$ cat src/rtl/health_round_manager.sv
// Two-player health, invulnerability frames, KO detection and best-of-N rounds.
// Define HRM_BLOCK_EN to add block_p1/block_p2 guard inputs (chip damage, no i-frames).
module health_round_manager #(
  parameter int HEALTH_W      = 9,
  parameter int HEALTH_MAX    = 400,
  parameter int DMG_LIGHT     = 4,
  parameter int DMG_MED       = 10,
  parameter int DMG_HEAVY     = 20,
  parameter int IFRAMES       = 30,
  parameter int KO_HOLD       = 120,
  parameter int ROUNDS_TO_WIN = 2
) (
  input  logic                clk,
  input  logic                reset_n,
  input  logic                frame_tick,
  input  logic                hit_p1,
  input  logic                hit_p2,
  input  logic [1:0]          attack_p1,
  input  logic [1:0]          attack_p2,
  input  logic                match_restart,
`ifdef HRM_BLOCK_EN
  input  logic                block_p1,
  input  logic                block_p2,
`endif
  output logic [HEALTH_W-1:0] health_1,
  output logic [HEALTH_W-1:0] health_2,
  output logic [2:0]          state,
  output logic [1:0]          rounds_1,
  output logic [1:0]          rounds_2,
  output logic                invuln_1,
  output logic                invuln_2,
  output logic                ko_pulse
);

  typedef enum logic [2:0] {
    S_FIGHT = 3'b000,
    S_RP1   = 3'b001,
    S_RP2   = 3'b010,
    S_DRAW  = 3'b011,
    S_MP1   = 3'b101,
    S_MP2   = 3'b110
  } st_e;

  localparam logic [HEALTH_W-1:0] HP_MAX =
    HEALTH_W'(HEALTH_MAX);
  localparam logic [7:0] IF_LD   = 8'(IFRAMES);
  localparam logic [7:0] HOLD_LD = 8'(KO_HOLD);
  localparam logic [1:0] RTW     = 2'(ROUNDS_TO_WIN);

  st_e                 st_q;
  st_e                 st_d;
  logic [HEALTH_W-1:0] hp1_q;
  logic [HEALTH_W-1:0] hp2_q;
  logic [HEALTH_W-1:0] hp1_d;
  logic [HEALTH_W-1:0] hp2_d;
  logic [7:0]          iv1_q;
  logic [7:0]          iv2_q;
  logic [7:0]          iv1_d;
  logic [7:0]          iv2_d;
  logic [7:0]          hold_q;
  logic [7:0]          hold_d;
  logic [1:0]          r1_q;
  logic [1:0]          r2_q;
  logic [1:0]          r1_d;
  logic [1:0]          r2_d;
  logic                ko_q;

  logic                blk1;
  logic                blk2;
  logic                acc1;
  logic                acc2;
  logic [HEALTH_W-1:0] dmg1;
  logic [HEALTH_W-1:0] dmg2;
  logic                ko1;
  logic                ko2;
  logic                in_round;
  logic                in_match;
  logic                enter_round;
  logic                new_round;
  logic                restart;

`ifdef HRM_BLOCK_EN
  assign blk1 = block_p1;
  assign blk2 = block_p2;
`else
  assign blk1 = 1'b0;
  assign blk2 = 1'b0;
`endif

  function automatic logic [HEALTH_W-1:0] dmg_of(
    input logic [1:0] atk,
    input logic       guard
  );
    logic [HEALTH_W-1:0] d;
    case (atk)
      2'b01:   d = HEALTH_W'(DMG_LIGHT);
      2'b10:   d = HEALTH_W'(DMG_MED);
      2'b11:   d = HEALTH_W'(DMG_HEAVY);
      default: d = '0;
    endcase
    return guard ? (d >> 2) : d;
  endfunction

  // Saturating subtract; health never wraps below zero.
  function automatic logic [HEALTH_W-1:0] sat_sub(
    input logic [HEALTH_W-1:0] h,
    input logic [HEALTH_W-1:0] d
  );
    return (h > d) ? (h - d) : '0;
  endfunction

  function automatic logic [7:0] tick_dec(
    input logic [7:0] c,
    input logic       tk
  );
    return (tk && (c != 8'd0)) ? (c - 8'd1) : c;
  endfunction

  assign dmg1 = dmg_of(attack_p2, blk1);
  assign dmg2 = dmg_of(attack_p1, blk2);

  assign acc2 = hit_p1 && (attack_p1 != 2'b00)
             && (st_q == S_FIGHT)
             && (iv2_q == 8'd0)
             && (hp2_q != '0);
  assign acc1 = hit_p2 && (attack_p2 != 2'b00)
             && (st_q == S_FIGHT)
             && (iv1_q == 8'd0)
             && (hp1_q != '0);

  assign ko1 = (hp1_q == '0);
  assign ko2 = (hp2_q == '0);

  assign in_round = st_q inside {S_RP1, S_RP2, S_DRAW};
  assign in_match = st_q inside {S_MP1, S_MP2};

  assign enter_round = (st_q == S_FIGHT)
                    && (st_d != S_FIGHT);
  assign new_round   = in_round && (st_d == S_FIGHT);
  assign restart     = in_match && match_restart;

  always_ff @(posedge clk or negedge reset_n) begin
    if (!reset_n) begin
      st_q <= S_FIGHT;
    end else begin
      st_q <= st_d;
    end
  end

  always_comb begin
    st_d = st_q;
    case (st_q)
      S_FIGHT: begin
        if (ko1 && ko2) begin
          st_d = S_DRAW;
        end else if (ko2) begin
          st_d = S_RP1;
        end else if (ko1) begin
          st_d = S_RP2;
        end
      end
      S_RP1: begin
        if (hold_q == 8'd0) begin
          st_d = (r1_q == RTW) ? S_MP1 : S_FIGHT;
        end
      end
      S_RP2: begin
        if (hold_q == 8'd0) begin
          st_d = (r2_q == RTW) ? S_MP2 : S_FIGHT;
        end
      end
      S_DRAW: begin
        if (hold_q == 8'd0) begin
          st_d = S_FIGHT;
        end
      end
      S_MP1,
      S_MP2: begin
        if (match_restart) begin
          st_d = S_FIGHT;
        end
      end
      default: st_d = S_FIGHT;
    endcase
  end

  always_comb begin
    state    = st_q;
    health_1 = hp1_q;
    health_2 = hp2_q;
    rounds_1 = r1_q;
    rounds_2 = r2_q;
    invuln_1 = (iv1_q != 8'd0);
    invuln_2 = (iv2_q != 8'd0);
    ko_pulse = ko_q;
  end

  always_comb begin
    hp1_d  = acc1 ? sat_sub(hp1_q, dmg1) : hp1_q;
    hp2_d  = acc2 ? sat_sub(hp2_q, dmg2) : hp2_q;
    // A tick in the same cycle as a hit is absorbed by the reload.
    iv1_d  = (acc1 && !blk1) ? IF_LD
           : tick_dec(iv1_q, frame_tick);
    iv2_d  = (acc2 && !blk2) ? IF_LD
           : tick_dec(iv2_q, frame_tick);
    hold_d = tick_dec(hold_q, frame_tick);
    r1_d   = r1_q;
    r2_d   = r2_q;
    if (enter_round) begin
      hold_d = HOLD_LD;
      if (st_d == S_RP1) begin
        r1_d = r1_q + 2'd1;
      end
      if (st_d == S_RP2) begin
        r2_d = r2_q + 2'd1;
      end
    end
    if (new_round || restart) begin
      hp1_d = HP_MAX;
      hp2_d = HP_MAX;
      iv1_d = 8'd0;
      iv2_d = 8'd0;
    end
    if (restart) begin
      r1_d   = 2'd0;
      r2_d   = 2'd0;
      hold_d = 8'd0;
    end
  end

  always_ff @(posedge clk or negedge reset_n) begin
    if (!reset_n) begin
      hp1_q  <= HP_MAX;
      hp2_q  <= HP_MAX;
      iv1_q  <= 8'd0;
      iv2_q  <= 8'd0;
      hold_q <= 8'd0;
      r1_q   <= 2'd0;
      r2_q   <= 2'd0;
      ko_q   <= 1'b0;
    end else begin
      hp1_q  <= hp1_d;
      hp2_q  <= hp2_d;
      iv1_q  <= iv1_d;
      iv2_q  <= iv2_d;
      hold_q <= hold_d;
      r1_q   <= r1_d;
      r2_q   <= r2_d;
      ko_q   <= enter_round;
    end
  end

endmodule

$ cat config.mk
export PLATFORM = sky130hd
export DESIGN_NAME = health_round_manager
export DESIGN_NICKNAME = d
export VERILOG_FILES = /design/src/rtl/health_round_manager.sv
export SDC_FILE = /design/constraint.sdc
export NUM_CORES = 1
export LEC_CHECK = 0
export CAP_MARGIN = 20
export CORE_AREA = 5 5 77 79
export DETAILED_ROUTE_END_ITERATION = 16
export DIE_AREA = 0 0 82 84
export PLACE_DENSITY = 0.83
export SKIP_LAST_GASP = 1
export SLEW_MARGIN = 20
export SYNTH_ARGS = -nofsm -noshare
export SYNTH_HDL_FRONTEND = slang
export SYNTH_SLANG_ARGS = --single-unit
$ cat constraint.sdc
create_clock -name clk -period 5.5 [get_ports clk]
set_clock_uncertainty 0.2 [all_clocks]
set_input_delay 1.1 -clock clk [delete_from_list [all_inputs] [get_ports clk]]
set_output_delay 1.1 -clock clk [all_outputs]
set_load 0.01 [all_outputs]
Word level (Yosys, flattened, before mapping)
Cells that the tools add are included.

operators by class
  mux-type cells = 33
  $add $sub $neg = 7
  order comparisons = 2
  reduce and logical (&&, ||, !) cells = 44
  equal/unequal tests = 15

operators by type and width
  cell                 count
  $mux 8               9
  $mux 9               6
  $pmux 5 s3           2
  $mux 3               9
  $logic_not 8->1      3
  $reduce_bool 8->1    3
  $sub 8x1->8 const B  3
  $logic_not 9->1      2
  $reduce_bool 9->1    2
  $reduce_bool 2->1    8
  $logic_and 1x1->1    15
  $pmux 3 s5           1
  $reduce_bool 3->1    5
  $eq 2x2->1 const B   6
  $mux 2               6
  $eq 3x2->1 const B   3
  $gt 9x5->1           1
  $gt 9x9->1           1
  $sub 9x5->9          1
  $sub 9x9->9          1
  $eq 3x1->1 const B   2
  $eq 3x3->1 const B   2
  $logic_not 3->1      2
  $add 2x1->2 const B  2
  other kinds (4)      6

storage, ports and cells
  logic and storage cells = 110
  bits in registers = 50

Logic depth before layout (Yosys ltp)
Gate-level depths: netlist (run 1).

  depth after elaboration = 9
  gate-level depth with buffers = 11

Least setup slack after synthesis (run 1)
OpenSTA, ideal clock, no wires.

  kind = input to register
  start point = input attack_p1[0]
  end point = register hp2_q[7] (netlist: health_2[7])
  stages on the path = 11
  path slack = 2.219 ns
  setup time = 0.084 ns
  arrival time = 2.998 ns
  buffers on the path = 0
  path through = inv_1 > nand2_1 > inv_1 > ha_1 > inv_1 > fa_1 > nand3_1 > nand2_1 > or4_4 > o31a_1 > a311o_1

between the ends
  longest elaborated chain between the ends = 6
  elaborated cells between the ends (all ways) = 15
  those cells by class = add/sub: 1; order compare: 1; eq/ne: 3; mux: 4; reduce/logical: 6

ends and longest elaborated chain
  what                                                    RTL line  RTL
  start: declaration                                      18        input logic [1:0] attack_p1,
  $eq 2x2->1, or another cell as far along                95        case (atk)
  $pmux 5 s3 / $logic_and 1x1->1 (equally long branches)  95, 122
  $sub 9x9->9, or another cell as far along               109       return (h > d) ? (h - d) : '0;
  $mux 9 / $logic_and 1x1->1 (equally long branches)      109, 124
  $mux 9 / $logic_and 1x1->1 (equally long branches)      200, 125
  $mux 9 / $reduce_bool 2->1 (equally long branches)      n/a
  end signal: assignment                                  243       hp2_q <= hp2_d;
  end: declaration                                        53        logic [HEALTH_W-1:0] hp2_q;

Parallel ways exist; a longest one is shown, timed or not. The select of a mux whose other input is x is not followed.
A chain may end at the register's enable or synchronous reset.

Worst setup path after layout (run 1)
  start point = register iv2_q[0]
  end point = output invuln_2

between the ends
  longest elaborated chain between the ends = 1

ends and longest elaborated chain
  what                      RTL line  RTL
  start: declaration        57        logic [7:0] iv2_q;
  start signal: assignment  245       iv2_q <= iv2_d;
  $reduce_bool 8->1         194       invuln_2 = (iv2_q != 8'd0);
  end: declaration          31        output logic invuln_2,

Every way passes these cells.

==> out/metrics.yaml, run 1 <==
status: "finished, final reports clean"
antenna_found_initial: 0
htree_levels: 2
period_minus_slack_ns: 3.70
cp-start-kind: "register"
vias_per_cell: 5.80
row_count: 27
dr.pass1.iters: 4
cpPeakStageDelay_ns: 0.49
ys_top_cells_by_count: "42 x dfrtp_1, 40 x nor2_1, 28 x nand2_1"
hold_class: "reg2reg"
fin_util_pct: 65.3
grt-ovfl-total: 0
syn_area_um2: 2940
fin_tns_setup_ns: 0
synth_warnings: 0
power_density_nw_per_um2: 222
coreArea_um2: 5270
hold_viol: 0
wirelength_um: 6320
ios: 38
die_area_um2: 6890
cts.sinks: 48
syn_inst: 327
ys.flop_type: "dfrtp_1"
wl_met3_um: 318
cts_tree: "yes"
path_buf_inv: 3
ys_async_sr_fraction_pct: 100
drv_cap: 0
crit_chain: "inv_1 -> ha_1 -> or3b_1 -> nor2_1 -> inv_1 -> clkdlybuf4s50_1"
grt_pass1_vias: 2528
gp_congestion: 0.895
wl_met1_um: 2700
nFillCells: 449
grt_max_degree: 49
synth_area_leaders: "dfrtp_1 36%, ha_1 5.5%, dfstp_2 5.4%"
synth_cell_types: 56
critPathCaptureType: "output pin"
clk_pin_slew_ns: 0.09
yosysMostFrequentCell: "dfrtp_1"
fmax_mhz: 270
nets: 388
rsz0062_at_grt: "no"
setup_violations: 0
min_from: "rounds_2[0]"
drt_iter0_drc: 117
post_cts_resize_count: 0
cp_common_cell: "inv_1"
ys_seq_area_share_pct: 41.2
synth_top_cell_area_share_pct: 35.8
numPortBuffers: 35
relSlewSlack_pct: 38.0
cts_buffer_depth: 2
track_usage_pct: 20.2
crit_start: "iv2_q[0]"
hold_buffers: 0
drc: 0
r2r_start: "iv2_q[0]"
drive_gt1_share_pct: 6.04
route.vias.total: 2528
required_ns: 4.20
insertedDiodeCount: 0
dr_wl_met2_um: 3240
crit_family: "simple AND/OR/NAND/NOR gates"
grt_pass1_wl_um: 11100
worstPathArrival_ns: 2.40
syn_avg_cell_area_um2: 8.98
synth_seq_cells: 48
cp_slowest_cell: "or3b_1"
drt-wirelength-per-cell_um: 14.5
syn_to_final_growth_pct: 17.3
topRoutingLayerUsed: "met4"
period_share_pct: 67.2
yosysTopAreaCell: "dfrtp_1"
p_leak_uw: 0.00153
tightest_slew_ns: 0.922
die_h_um: 84
post-cts-setup-buffer-count: 0
worstSetupPathType: "reg2out"
root_buffer: "clkbuf_8"
synth_edf_count: 0
path_max_fanout: 9
drv_slew: 0
dp_hpwl_um: 4710
cts_buffers: 5
max-vdd-ir-drop_mv: 0.159
ant_nets: 0
die_width_um: 82
insertion_delay_ns: 0.30
initial_utilization_pct: 55.7
==> layout by cell type (no fill, tap or decap), types with 4 or more instances in the layout <==
master,instances
dfrtp_1,42
nor2_1,40
clkdlybuf4s50_1,34
nand2_1,28
inv_1,23
o21ai_0,17
a21oi_1,16
xnor2_1,15
ha_1,13
nor4_1,9
nor3_1,9
nand3_1,9
nor2b_1,8
or4_1,7
mux2i_1,7
or3_1,7
clkbuf_8,6
dfstp_2,6
xor2_1,5
nor3b_1,4
a211oi_1,4
a211o_1,4
==> sequential cells by signal, summed over array words and instances, names as in the netlist <==
signal	cells
rounds_2	2
health_2	8
health_1	8
state	3
rounds_1	2
ko_pulse	1
hold_q	8
iv1_q	8
iv2_q	8
==> path summary, 6_finish.rpt <==
path                            depth (start not counted)          end  slack, ns
worst min register to register                          1  rounds_2[0]       0.32
worst min-delay path                                    1  rounds_2[0]       0.32
min in group asynchronous                               2  health_1[6]       0.69
worst max register to register                          7  health_2[8]       2.58
worst max-delay path                                    6     invuln_2       1.80
max in group asynchronous                               2  rounds_2[1]       4.00
==> layout make-up <==
type                    instances  area [um2]  area share (%)
multi-input cells             248        1600            46.5
flip-flops and latches         48        1210            35.1
repair buffers                 37         360            10.5
well taps                      72        90.1            2.62
clock buffers                   7        86.3            2.51
inverters                      23        86.3            2.51
clock inverters                 1        8.76           0.254
==> power breakdown <==
group | switching, uW | total, uW | internal (uW)
logic | 75.9 | 143 | 67.0
registers | 25.4 | 406 | 381
clock network | 114 | 217 | 103
==> per-stage QoR <==
step	hold slack (ns)	total power [uW]	area, um2	setup slack [ns]	cells
after floorplan	0.302	512	2940	2.22	328
after global placement	0.303	548	3350	1.71	428
after detailed placement	0.303	556	3350	1.62	428
after CTS	0.319	776	3440	1.76	436
after global routing	0.348	816	3440	1.61	436
final	0.316	766	3440	1.80	436
==> routing by layer <==
layer | global-route usage [%] | vias up
met1 | 25.3 | 1224
met2 | 34.2 | 60
met5 | 0 | -
li1 | - | 1238
met4 | 5.74 | 0
met3 | 4.43 | 6
==> cell families after synthesis <==
group / after synthesis / share of synthesized area, %
adders and majority gates: 15 / 6.90
AOI/OAI and AO/OA: 66 / 15.0
buffers and inverters: 32 / 4.52
muxes: 7 / 2.39
and+or+nand+nor: 138 / 24.0
other: 1 / 0.128
xor gates and xnor gates: 20 / 5.97
DFF: 48 / 41.2
Power figures use the tool's default switching activity.
==> run 2: changes to the inputs <==
--- a/config.mk
+++ b/config.mk
@@ -6,10 +6,10 @@
 export NUM_CORES = 1
 export LEC_CHECK = 0
 export CAP_MARGIN = 20
-export CORE_AREA = 5 5 77 79
+export CORE_AREA = 5 5 83 85
 export DETAILED_ROUTE_END_ITERATION = 16
-export DIE_AREA = 0 0 82 84
-export PLACE_DENSITY = 0.83
+export DIE_AREA = 0 0 88 90
+export PLACE_DENSITY = 0.75
 export SKIP_LAST_GASP = 1
 export SLEW_MARGIN = 20
 export SYNTH_ARGS = -nofsm -noshare
==> constraint.sdc (replaced) <==
create_clock -name clk -period 3.4 [get_ports clk]
set_clock_uncertainty 0.2 [all_clocks]
set_input_delay 0.68 -clock clk [delete_from_list [all_inputs] [get_ports clk]]
set_output_delay 0.68 -clock clk [all_outputs]
set_load 0.01 [all_outputs]
==> out/metrics.yaml, run 2 (synthesized netlist as in run 1, its figures left out) <==
final_common_cell: "dfrtp_1"
p_leak_uw: 0.00157
ant_nets: 0
antenna_found_initial: 0
cpPeakStageDelay_ns: 0.50
required_ns: 2.52
initial_utilization_pct: 47.9
power_density_nw_per_um2: 355
drv_slew: 0
row_count: 29
grt_max_degree: 49
nets: 397
drt-wirelength-per-cell_um: 14.6
cp_slowest_cell: "or3b_2"
max-vdd-ir-drop_mv: 0.200
insertedDiodeCount: 0
worstSetupPathType: "reg2out"
grt_pass1_vias: 2561
critPathCaptureType: "output pin"
period_share_pct: 93.7
relSlewSlack_pct: 32.3
whs_ns: 0.263
ios: 38
crit_family: "simple AND/OR/NAND/NOR gates"
clk_pin_slew_ns: 0.09
fin_cells: 450
total_power_uw: 1250
final_cell_mix: "42 x dfrtp_1, 40 x nor2_1, 34 x clkdlybuf4s50_1, 28 x nand2_1, 23 x inv_1"
tightest_slew_ns: 1.01
die_width_um: 88
fin_tns_setup_ns: 0
syn_to_final_growth_pct: 19.7
die_h_um: 90
hold_viol: 0
die_area_um2: 7920
setup_violations: 0
drive_gt1_share_pct: 8.31
rsz0062_at_grt: "no"
cts_buffer_depth: 2
cts_tree: "yes"
cp_common_cell: "inv_1"
fin_util_pct: 57.3
post-cts-setup-buffer-count: 0
vias_per_cell: 5.64
path_max_fanout: 5
numPortBuffers: 35
dp.cells: 442
post_cts_resize_count: 0
cp-start-kind: "register"
htree_levels: 2
hold_class: "in2async"
cts.sinks: 48
root_buffer: "clkbuf_8"
wirelength_um: 6560
drt_iter0_drc: 153
track_usage_pct: 17.5
gp_congestion: 0.877
dp_hpwl_um: 4910
grt-ovfl-total: 0
cts_buffers: 5
status: "finished, final reports clean"
fmax_mhz: 314
drv_cap: 0
drc: 0
period_minus_slack_ns: 3.19
path_buf_inv: 3
grt_pass1_wl_um: 11300
hold_buffers: 0
route.vias.total: 2540
worstPathArrival_ns: 2.31
insertion_delay_ns: 0.30
nFillCells: 563
coreArea_um2: 6130
crit_chain: "inv_1 -> ha_1 -> or3b_2 -> nor2_1 -> inv_1 -> clkdlybuf4s50_1"
dr.pass1.iters: 4
[run 2: path summary, 6_finish.rpt]
path	from	endpoint	slack [ns]	depth (start not counted)
max	iv1_q[0]	invuln_1	0.21	6
min	reset_n	iv1_q[2]	0.26	2
max reg2reg	iv2_q[0]	health_2[7]	0.65	7
min reg2reg	rounds_2[0]	rounds_2[0]	0.31	1
max in group asynchronous	reset_n	hold_q[3]	2.31	2
min in group clk	rounds_2[0]	rounds_2[0]	0.31	1
[run 2: worst register-to-register path, cell delays in order (launching register included)]
cell,delay [ns]
dfrtp_1,0.41
inv_1,0.06
ha_1,0.18
or3b_1,0.49
a211o_1,0.31
or4_4,0.49
o31a_1,0.24
a311o_1,0.31
[run 2: per-stage QoR]
stage	setup slack, ns	area, um2
floorplan	0.539	2940
global placement	0.0943	3420
detailed placement	-0.00458	3420
CTS	0.195	3520
global route	0.0233	3520
finish	0.213	3520
[run 2: area by class of cell]
type                       count  area, um2  area share, %
clock buffer                   7       86.3           2.46
clock inverter                 1       7.51          0.214
inverter                      23       86.3           2.46
multi-input combinational    248       1600           45.6
sequential                    48       1210           34.4
tap                           77       96.3           2.74
timing repair buffer          46        428           12.2
[run 2: report_power, final]
part           switching [uW]  internal (uW)  leakage, uW
logic                     124            114     0.000907
registers                41.4            616     0.000617
clock network             189            165    0.0000445
total                     354            895      0.00157
[run 2: per-layer routing]
metal	GRT usage (%)	vias to the layer above	wire (um)
li1	-	1264	-
met1	21.7	1192	2790
met2	30.5	72	3280
met3	3.56	12	389
met4	4.60	0	95
met5	0	-	0
==> run 3: changes to the inputs <==
--- a/config.mk
+++ b/config.mk
@@ -7,6 +7,7 @@
 export LEC_CHECK = 0
 export CAP_MARGIN = 20
 export CORE_AREA = 5 5 83 85
+export CTS_CLUSTER_DIAMETER = 50
 export DETAILED_ROUTE_END_ITERATION = 16
 export DIE_AREA = 0 0 88 90
 export PLACE_DENSITY = 0.75
==> results of run 3 <==
Same layout as run 2: the final DEF is identical, and so are final timing and power.
